==> config.mk <==
export PLATFORM = sky130hd
export DESIGN_NAME = contador_multi
export DESIGN_NICKNAME = d
export VERILOG_FILES = /design/src/rtl/contador_pkg.sv /design/src/rtl/contador_canal.sv /design/src/rtl/contador_multi.sv
export SDC_FILE = /design/constraint.sdc
export NUM_CORES = 1
export LEC_CHECK = 0
export ABC_CLOCK_PERIOD_IN_PS = 2700
export CORE_UTILIZATION = 45
export DETAILED_ROUTE_END_ITERATION = 12
export MAX_ROUTING_LAYER = met4
export PLACE_DENSITY_LB_ADDON = 0.2
export RECOVER_POWER = 100
export SLEW_MARGIN = 20
export SYNTH_ARGS = -nofsm -noshare
export SYNTH_HDL_FRONTEND = slang
export SYNTH_HIERARCHICAL = 1
export SYNTH_SLANG_ARGS = --single-unit
export TNS_END_PERCENT = 50
==> constraint.sdc <==
create_clock -name clk -period 2.7 [get_ports clk]
set_input_delay 0.27 -clock clk [delete_from_list [all_inputs] [get_ports clk]]
set_output_delay 0.27 -clock clk [all_outputs]
set_load 0.01 [all_outputs]
==> src/rtl/contador_pkg.sv <==
// rtl/contador_pkg.sv - shared helpers and mode constants for the contador_multi counter bank
package contador_pkg;

    localparam int MODE_WRAP = 0;
    localparam int MODE_SAT  = 1;

    function automatic int clog2(input int n);
        int r;
        r = 0;
        for (int i = 0; i < 31; i++) begin
            if ((1 << i) < n) begin
                r = i + 1;
            end
        end
        return r;
    endfunction

    // A single-channel bank still needs a one-bit select field.
    function automatic int ch_width(input int num_ch);
        return (clog2(num_ch) < 1) ? 1 : clog2(num_ch);
    endfunction

endpackage

==> src/rtl/contador_canal.sv <==
// rtl/contador_canal.sv - one event counter with clear, wrap/saturate mode and sticky overflow
module contador_canal
    import contador_pkg::*;
#(
    parameter int CNT_W = 16,
    parameter int SAT   = MODE_WRAP
) (
    input  logic             clk,
    input  logic             reset,
    input  logic             inc,
    input  logic             clr,
    output logic [CNT_W-1:0] cnt,
    output logic             ovf
);

    always_ff @(posedge clk or negedge reset) begin
        if (!reset) begin
            cnt <= '0;
            ovf <= 1'b0;
        end else if (clr) begin
            // A beat landing on the cleared cycle still counts.
            cnt <= inc ? CNT_W'(1) : '0;
            ovf <= 1'b0;
        end else if (inc) begin
            if (&cnt) begin
                ovf <= 1'b1;
                cnt <= (SAT == MODE_SAT) ? cnt : '0;
            end else begin
                cnt <= cnt + CNT_W'(1);
            end
        end
    end

endmodule

==> src/rtl/contador_multi.sv <==
// rtl/contador_multi.sv - multi-channel event counter bank with registered read port
module contador_multi
    import contador_pkg::*;
#(
    parameter int   DATA_W    = 12,
    parameter int   CNT_W     = 16,
    parameter int   NUM_CH    = 4,
    parameter int   CLASS_LSB = 8,
    parameter int   SAT       = MODE_WRAP,
    localparam int  CH_W      = ch_width(NUM_CH)
) (
    input  logic              clk,
    input  logic              reset,
    input  logic              valid,
    input  logic [DATA_W-1:0] data_in,
    input  logic              rd_req,
    input  logic [CH_W-1:0]   rd_ch,
    input  logic              rd_clr,
    output logic              rd_valid,
    output logic [CNT_W-1:0]  rd_data,
    output logic              rd_ovf,
    output logic              drop,
    output logic [CNT_W-1:0]  cuenta_total
);

    logic [CH_W-1:0]  cls;
    logic             cls_ok;
    logic             accept;
    logic [NUM_CH-1:0] inc;
    logic [NUM_CH-1:0] clr;
    logic [CNT_W-1:0] cnt [NUM_CH];
    logic [NUM_CH-1:0] ovf;
    logic [CNT_W-1:0] sel_cnt;
    logic             sel_ovf;
    logic             unused_beat;

    // Only the class field steers the bank; the rest of the beat is ignored.
    assign unused_beat = ^data_in;
    assign cls         = data_in[CLASS_LSB +: CH_W];
    assign cls_ok      = int'(cls) < NUM_CH;
    assign accept      = valid && cls_ok;

    for (genvar g = 0; g < NUM_CH; g++) begin : g_canal
        assign inc[g] = accept && (cls == CH_W'(g));
        assign clr[g] = rd_req && rd_clr && (rd_ch == CH_W'(g));

        contador_canal #(
            .CNT_W (CNT_W),
            .SAT   (SAT)
        ) u_canal (
            .clk   (clk),
            .reset (reset),
            .inc   (inc[g]),
            .clr   (clr[g]),
            .cnt   (cnt[g]),
            .ovf   (ovf[g])
        );
    end

    // Out-of-range channels fall through to the zero default.
    always_comb begin
        sel_cnt = '0;
        sel_ovf = 1'b0;
        for (int i = 0; i < NUM_CH; i++) begin
            if (rd_ch == CH_W'(i)) begin
                sel_cnt = cnt[i];
                sel_ovf = ovf[i];
            end
        end
    end

    always_ff @(posedge clk or negedge reset) begin
        if (!reset) begin
            rd_valid     <= 1'b0;
            rd_data      <= '0;
            rd_ovf       <= 1'b0;
            drop         <= 1'b0;
            cuenta_total <= '0;
        end else begin
            rd_valid <= rd_req;
            if (rd_req) begin
                rd_data <= sel_cnt;
                rd_ovf  <= sel_ovf;
            end
            drop <= valid && !cls_ok;
            if (accept) begin
                if (&cuenta_total) begin
                    cuenta_total <= (SAT == MODE_SAT) ? cuenta_total : '0;
                end else begin
                    cuenta_total <= cuenta_total + CNT_W'(1);
                end
            end
        end
    end

endmodule

# [Word-level counts from Yosys, hierarchy flattened]
# Cells that the tools add are included.
[word_totals] reg_bits=102 wordCells=88
[op_classes] addsub=5 n_eq_ne=6 mux=37 reduce_logical=28
[op_table] operator="16-bit two-way mux" count=17
[op_table] operator="16-bit by 1-bit adder with 16-bit output (second input constant)" count=5
[op_table] operator="16-bit AND reduction" count=5
[op_table] operator="1-bit two-way mux" count=20
[op_table] operator="2-bit nonzero test" count=8
[op_table] operator="1-bit logical AND" count=9
[op_table] operator="2-bit equality test (second input constant)" count=4
[op_table] operator="2-bit AND reduction" count=4
[op_table] operator="2-bit by 1-bit equality test with 1-bit output (second input constant)" count=2
[op_table] operator="2-bit logical NOT" count=2

# [Depth between registers and ports, before layout]
[logic_depth] ltp_word=5 mapped_depth=8 mapped_depth_nobuf=6

# [Modules after synthesis]
# Netlist, hierarchy kept.
[modules_own_cells] mod="contador_canal" instances=4 cells_each=90 area_each_um2=884.6 seq_area_each_um2=425.4
[modules_own_cells] mod="contador_multi" instances=1 cells_each=146 area_each_um2=1905.6 seq_area_each_um2=850.8

# [Least setup slack after synthesis]
# No wires, ideal clock.
[synth_path] path_kind="input to register" startpoint="input rd_req" endpoint="register g_canal[0].u_canal.cnt[15]" setup_time_ns=0.077 arrival_time_ns=2.187 setup_slack_ns=0.435 stages=8 path_cell_list="buf_2 buf_1 nand2_1 nor3_1 o211a_1 nand2_1 or4_1 a21oi_1"
[synth_via] elab_chain_cells=3 elab_cells_between_ends=4 cone_classes="mux (1); reduce/logical (3)"
[synth_rtl] item="from (decl)" line="contador_multi.sv:16" rtl="input logic rd_req,"
[synth_rtl] item="1-bit logical AND * (2 in a row)" line="contador_multi.sv:45" rtl="assign clr[g] = rd_req && rd_clr && (rd_ch == CH_W'(g));"
[synth_rtl] item="net clr[0]" line="contador_multi.sv:30" rtl="logic [NUM_CH-1:0] clr;"
[synth_rtl] item="16-bit two-way mux / 2-bit nonzero test (equally long branches)"
[synth_rtl] item="to (signal assigned)" line="contador_canal.sv:22" rtl="cnt <= inc ? CNT_W'(1) : '0;"
[synth_rtl] item="to (signal assigned)" line="contador_canal.sv:27" rtl="cnt <= (SAT == MODE_SAT) ? cnt : '0;"
[synth_rtl] item="to (signal assigned)" line="contador_canal.sv:29" rtl="cnt <= cnt + CNT_W'(1);"
[synth_rtl] item="to (decl)" line="contador_canal.sv:12" rtl="output logic [CNT_W-1:0] cnt,"
# The timed path passes the listed nets; every way through them passes the cells marked *.
# A chain may end at the register's enable or synchronous reset.

# [Worst setup path after layout]
[layout_path] startpoint="input valid" endpoint="register g_canal[2].u_canal.cnt[2]"
[layout_via] elab_chain_cells=2
[layout_rtl] item="from (decl)" line="contador_multi.sv:14" rtl="input logic valid,"
[layout_rtl] item="1-bit logical AND" line="contador_multi.sv:44" rtl="assign inc[g] = accept && (cls == CH_W'(g));"
[layout_rtl] item="net inc[2]" line="contador_multi.sv:29" rtl="logic [NUM_CH-1:0] inc;"
[layout_rtl] item="2-bit nonzero test (no line)"
[layout_rtl] item="to (signal assigned)" line="contador_canal.sv:22"
[layout_rtl] item="to (signal assigned)" line="contador_canal.sv:27"
[layout_rtl] item="to (signal assigned)" line="contador_canal.sv:29"
[layout_rtl] item="to (decl)" line="contador_canal.sv:12"
# The timed path passes the listed nets, and every way through them passes these cells.

==> flow_metrics.tcl <==
set metrics [dict create \
    grt_pass1_wl_mm 21.4 \
    power.share.clock 0.354 \
    peakVddDrop_v 0.000410 \
    die_area_um2 12500 \
    drt-total-wl_mm 13.0 \
    path_clk_slew_ns 0.07 \
    clock_path_buffers 2 \
    switching_share 0.270 \
    cts_tree "yes" \
    synth-xor-area-share 0.0981 \
    synth_compound_area_frac 0.0742 \
    intPower_uw 2680 \
    seq_power_share 0.511 \
    setup_viol 0 \
    yosys_warnings 6 \
    timing.critical_path.from_type "input pin" \
    crit_fanout 13 \
    p_sw_uw 990 \
    syn_area_um2 5440 \
    critPathArrivalTime_ns 2.54 \
    yosysMostFrequentCell "dfrtp_1" \
    powerDensity_nw_per_um2 585 \
    final_antenna_net_count 0 \
    die_height_um 112 \
    drt-initial-drc-count 452 \
    initial_core_util 0.469 \
    rows 39 \
    muxShareOfSynthArea 0.109 \
    clock_latency_ns 0.35 \
    critPathKind "in -> reg" \
    report.final.slew_viol_count 0 \
    wl_per_cell_um 18.4 \
    cts_htree_levels 3 \
    nets 586 \
    synth_cell_types 41 \
    synth-main-ff-cell "dfrtp_1" \
    setup_tns_ns 0 \
    fin_crit_sh 0.870 \
    vias 4191 \
    grt_max_degree 64 \
    synth_commonest_cells "dfrtp_1 (102), nor2_1 (73), nand2_1 (40)" \
    synth-seq-cells 102 \
    finalPower_uw 3670 \
    io_buffers 42 \
    drive_above_1_share 0.122 \
    synth_top_area_frac 0.469 \
    worst_pin_slew_ns 1.02 \
    hold_viol 0 \
    violations "design-rule violations" \
    critPathRequiredTime_ns 2.89 \
    areaGrowthSynthToFinish_pct 15.3 \
    whs_ns 0.491 \
    avgSynthCellArea_um2 10.8 \
    synth_top_family_by_area "simple AND/OR/NAND/NOR gates" \
    skew_ns 0.00700 \
    coreArea_um2 11600 \
    synthesis.nets 530 \
    root_buffer "clkbuf_16" \
    p_leak_uw 0.00276 \
    grt_overflow 0 \
    numCtsBuffers 9 \
    synthArstFlopShare 1.00 \
    dr.pass1.iters 9 \
    cap_violations 0 \
    die_w_um 112 \
    dpl.hpwl_mm 9.53 \
    boundaryPins 54 \
    yosys.area.top_type "dfrtp_1" \
    synth_cells 506 \
    drc 6 \
    slew_headroom 0.317 \
    fmax_mhz 426 \
    cts.sinks 102 \
    post_cts_buffers 0 \
    diodes 0 \
    end_kind "flip-flop" \
    grt_pass1_vias 4059 \
    synth_seq_area_share 0.469 \
    routed_via_density 5.92 \
    rsz0062_at_grt "no" \
    fin_crit_ns 2.35 \
    synth-adder-area-share 0.0115 \
    hp-class "reg -> reg" \
    synthSimpleGateAreaFrac 0.214 \
    gp_congestion 0.952 \
    status "complete, but fails checks" \
    antenna_found_initial 0 \
    synth_edf_count 0 \
    grt_util_all_layers 0.231 \
    synth_area_leaders "dfrtp_1 (47%), mux4_2 (7.0%), nor2_1 (5.0%)" \
    p_comb_frac 0.135 \
]
final cells by class:
cell class / instances / area [µm²]
multi-input cells: 381 / 2700
well taps: 143 / 179
clock buffers: 13 / 260
repair buffers: 57 / 513
clock inverters: 1 / 30.0
inverters: 11 / 41.3
fillers: 1040 / 5340
flip-flops and latches: 102 / 2550
kinds of logic (layout without fill, tap and decap cells):
family                   after synthesis  after routing
adder cells (fa/ha/maj)                5              5
multiplexers                          36             36
other                                  1              1
AND/OR/NAND/NOR                      227            227
buffers and inverters                 23             82
AO/OA/AOI/OAI                         51             51
XOR/XNOR                              61             61
flip-flops                           102            102
layer usage:
layer,vias to the layer above,track usage,part of all wire
li1,1950,-,-
met1,2098,0.318,0.47
met2,118,0.321,0.44
met3,25,0.0561,0.060
met4,0,0.105,0.032
met5,-,-,0
registers in the layout, summed over array words and instances, names as in the netlist:
name / cells
g_canal.u_canal/cnt: 64
rd_valid: 1
g_canal.u_canal/ovf: 4
rd_data: 16
rd_ovf: 1
cuenta_total: 16
final timing paths:
kind | slack (ns) | from | to | cells after the start
hold reg to reg | 0.49 | cuenta_total[15] | cuenta_total[15] | 1
setup / recovery | 0.35 | valid | g_canal[2].u_canal/cnt[2] | 6
max in group asynchronous | 1.18 | reset | g_canal[3].u_canal/cnt[10] | 3
min in group asynchronous | 0.63 | reset | g_canal[0].u_canal/cnt[8] | 2
hold / removal | 0.49 | cuenta_total[15] | cuenta_total[15] | 1
setup reg to reg | 0.41 | g_canal[0].u_canal/cnt[6] | g_canal[0].u_canal/cnt[8] | 4
through the flow:
stage                     cell area (µm²)  setup WS, ns  utilization  instances
after detailed placement             6070         0.150        0.523        693
after global placement               6070         0.194        0.523        693
after CTS                            6370         0.507        0.549        708
after floorplan                      5440         0.435            -        506
after global routing                 6280         0.216        0.541        708
final                                6280         0.352        0.541        708
cell usage in the layout (no fill, tap or decap), drive strengths merged, types with 5 or more instances in the layout:
| cell type | count |
|---|---|
| o31ai | 12 |
| nand2 | 40 |
| inv | 11 |
| nor2 | 73 |
| nor3 | 15 |
| clkbuf | 22 |
| a21oi | 16 |
| buf | 6 |
| or3 | 9 |
| and3 | 10 |
| nor4 | 10 |
| xor2 | 30 |
| xnor2 | 31 |
| ha | 5 |
| dfrtp | 102 |
| o21ai | 9 |
| nand3 | 17 |
| dlygate4sd3 | 38 |
| nand4 | 32 |
| and4 | 10 |
| mux4 | 17 |
| mux2 | 17 |
power groups by stage:
stage / combinational (µW) / clock (µW) / sequential, µW
2_1_floorplan: 276 / 0 / 1860
3_3_place_gp: 514 / 0 / 1890
3_5_place_dp: 528 / 0 / 1910
4_1_cts: 533 / 1340 / 1870
5_1_grt: 548 / 1390 / 1900
6_report: 496 / 1300 / 1870
worst max-delay path: stages:
cell           delay [ns]
dlygate4sd3_1        0.62
nand2_1              0.07
nor2_1               0.38
inv_1                0.22
o31ai_2              0.84
nor2_1               0.13
timing repair:
action | CTS | global route
hold buffers | 1 | 0
gates resized for setup | 0 | 0
endpoints found under the hold margin | 39 | 0
No activity file was read; power rests on OpenSTA's default activity.
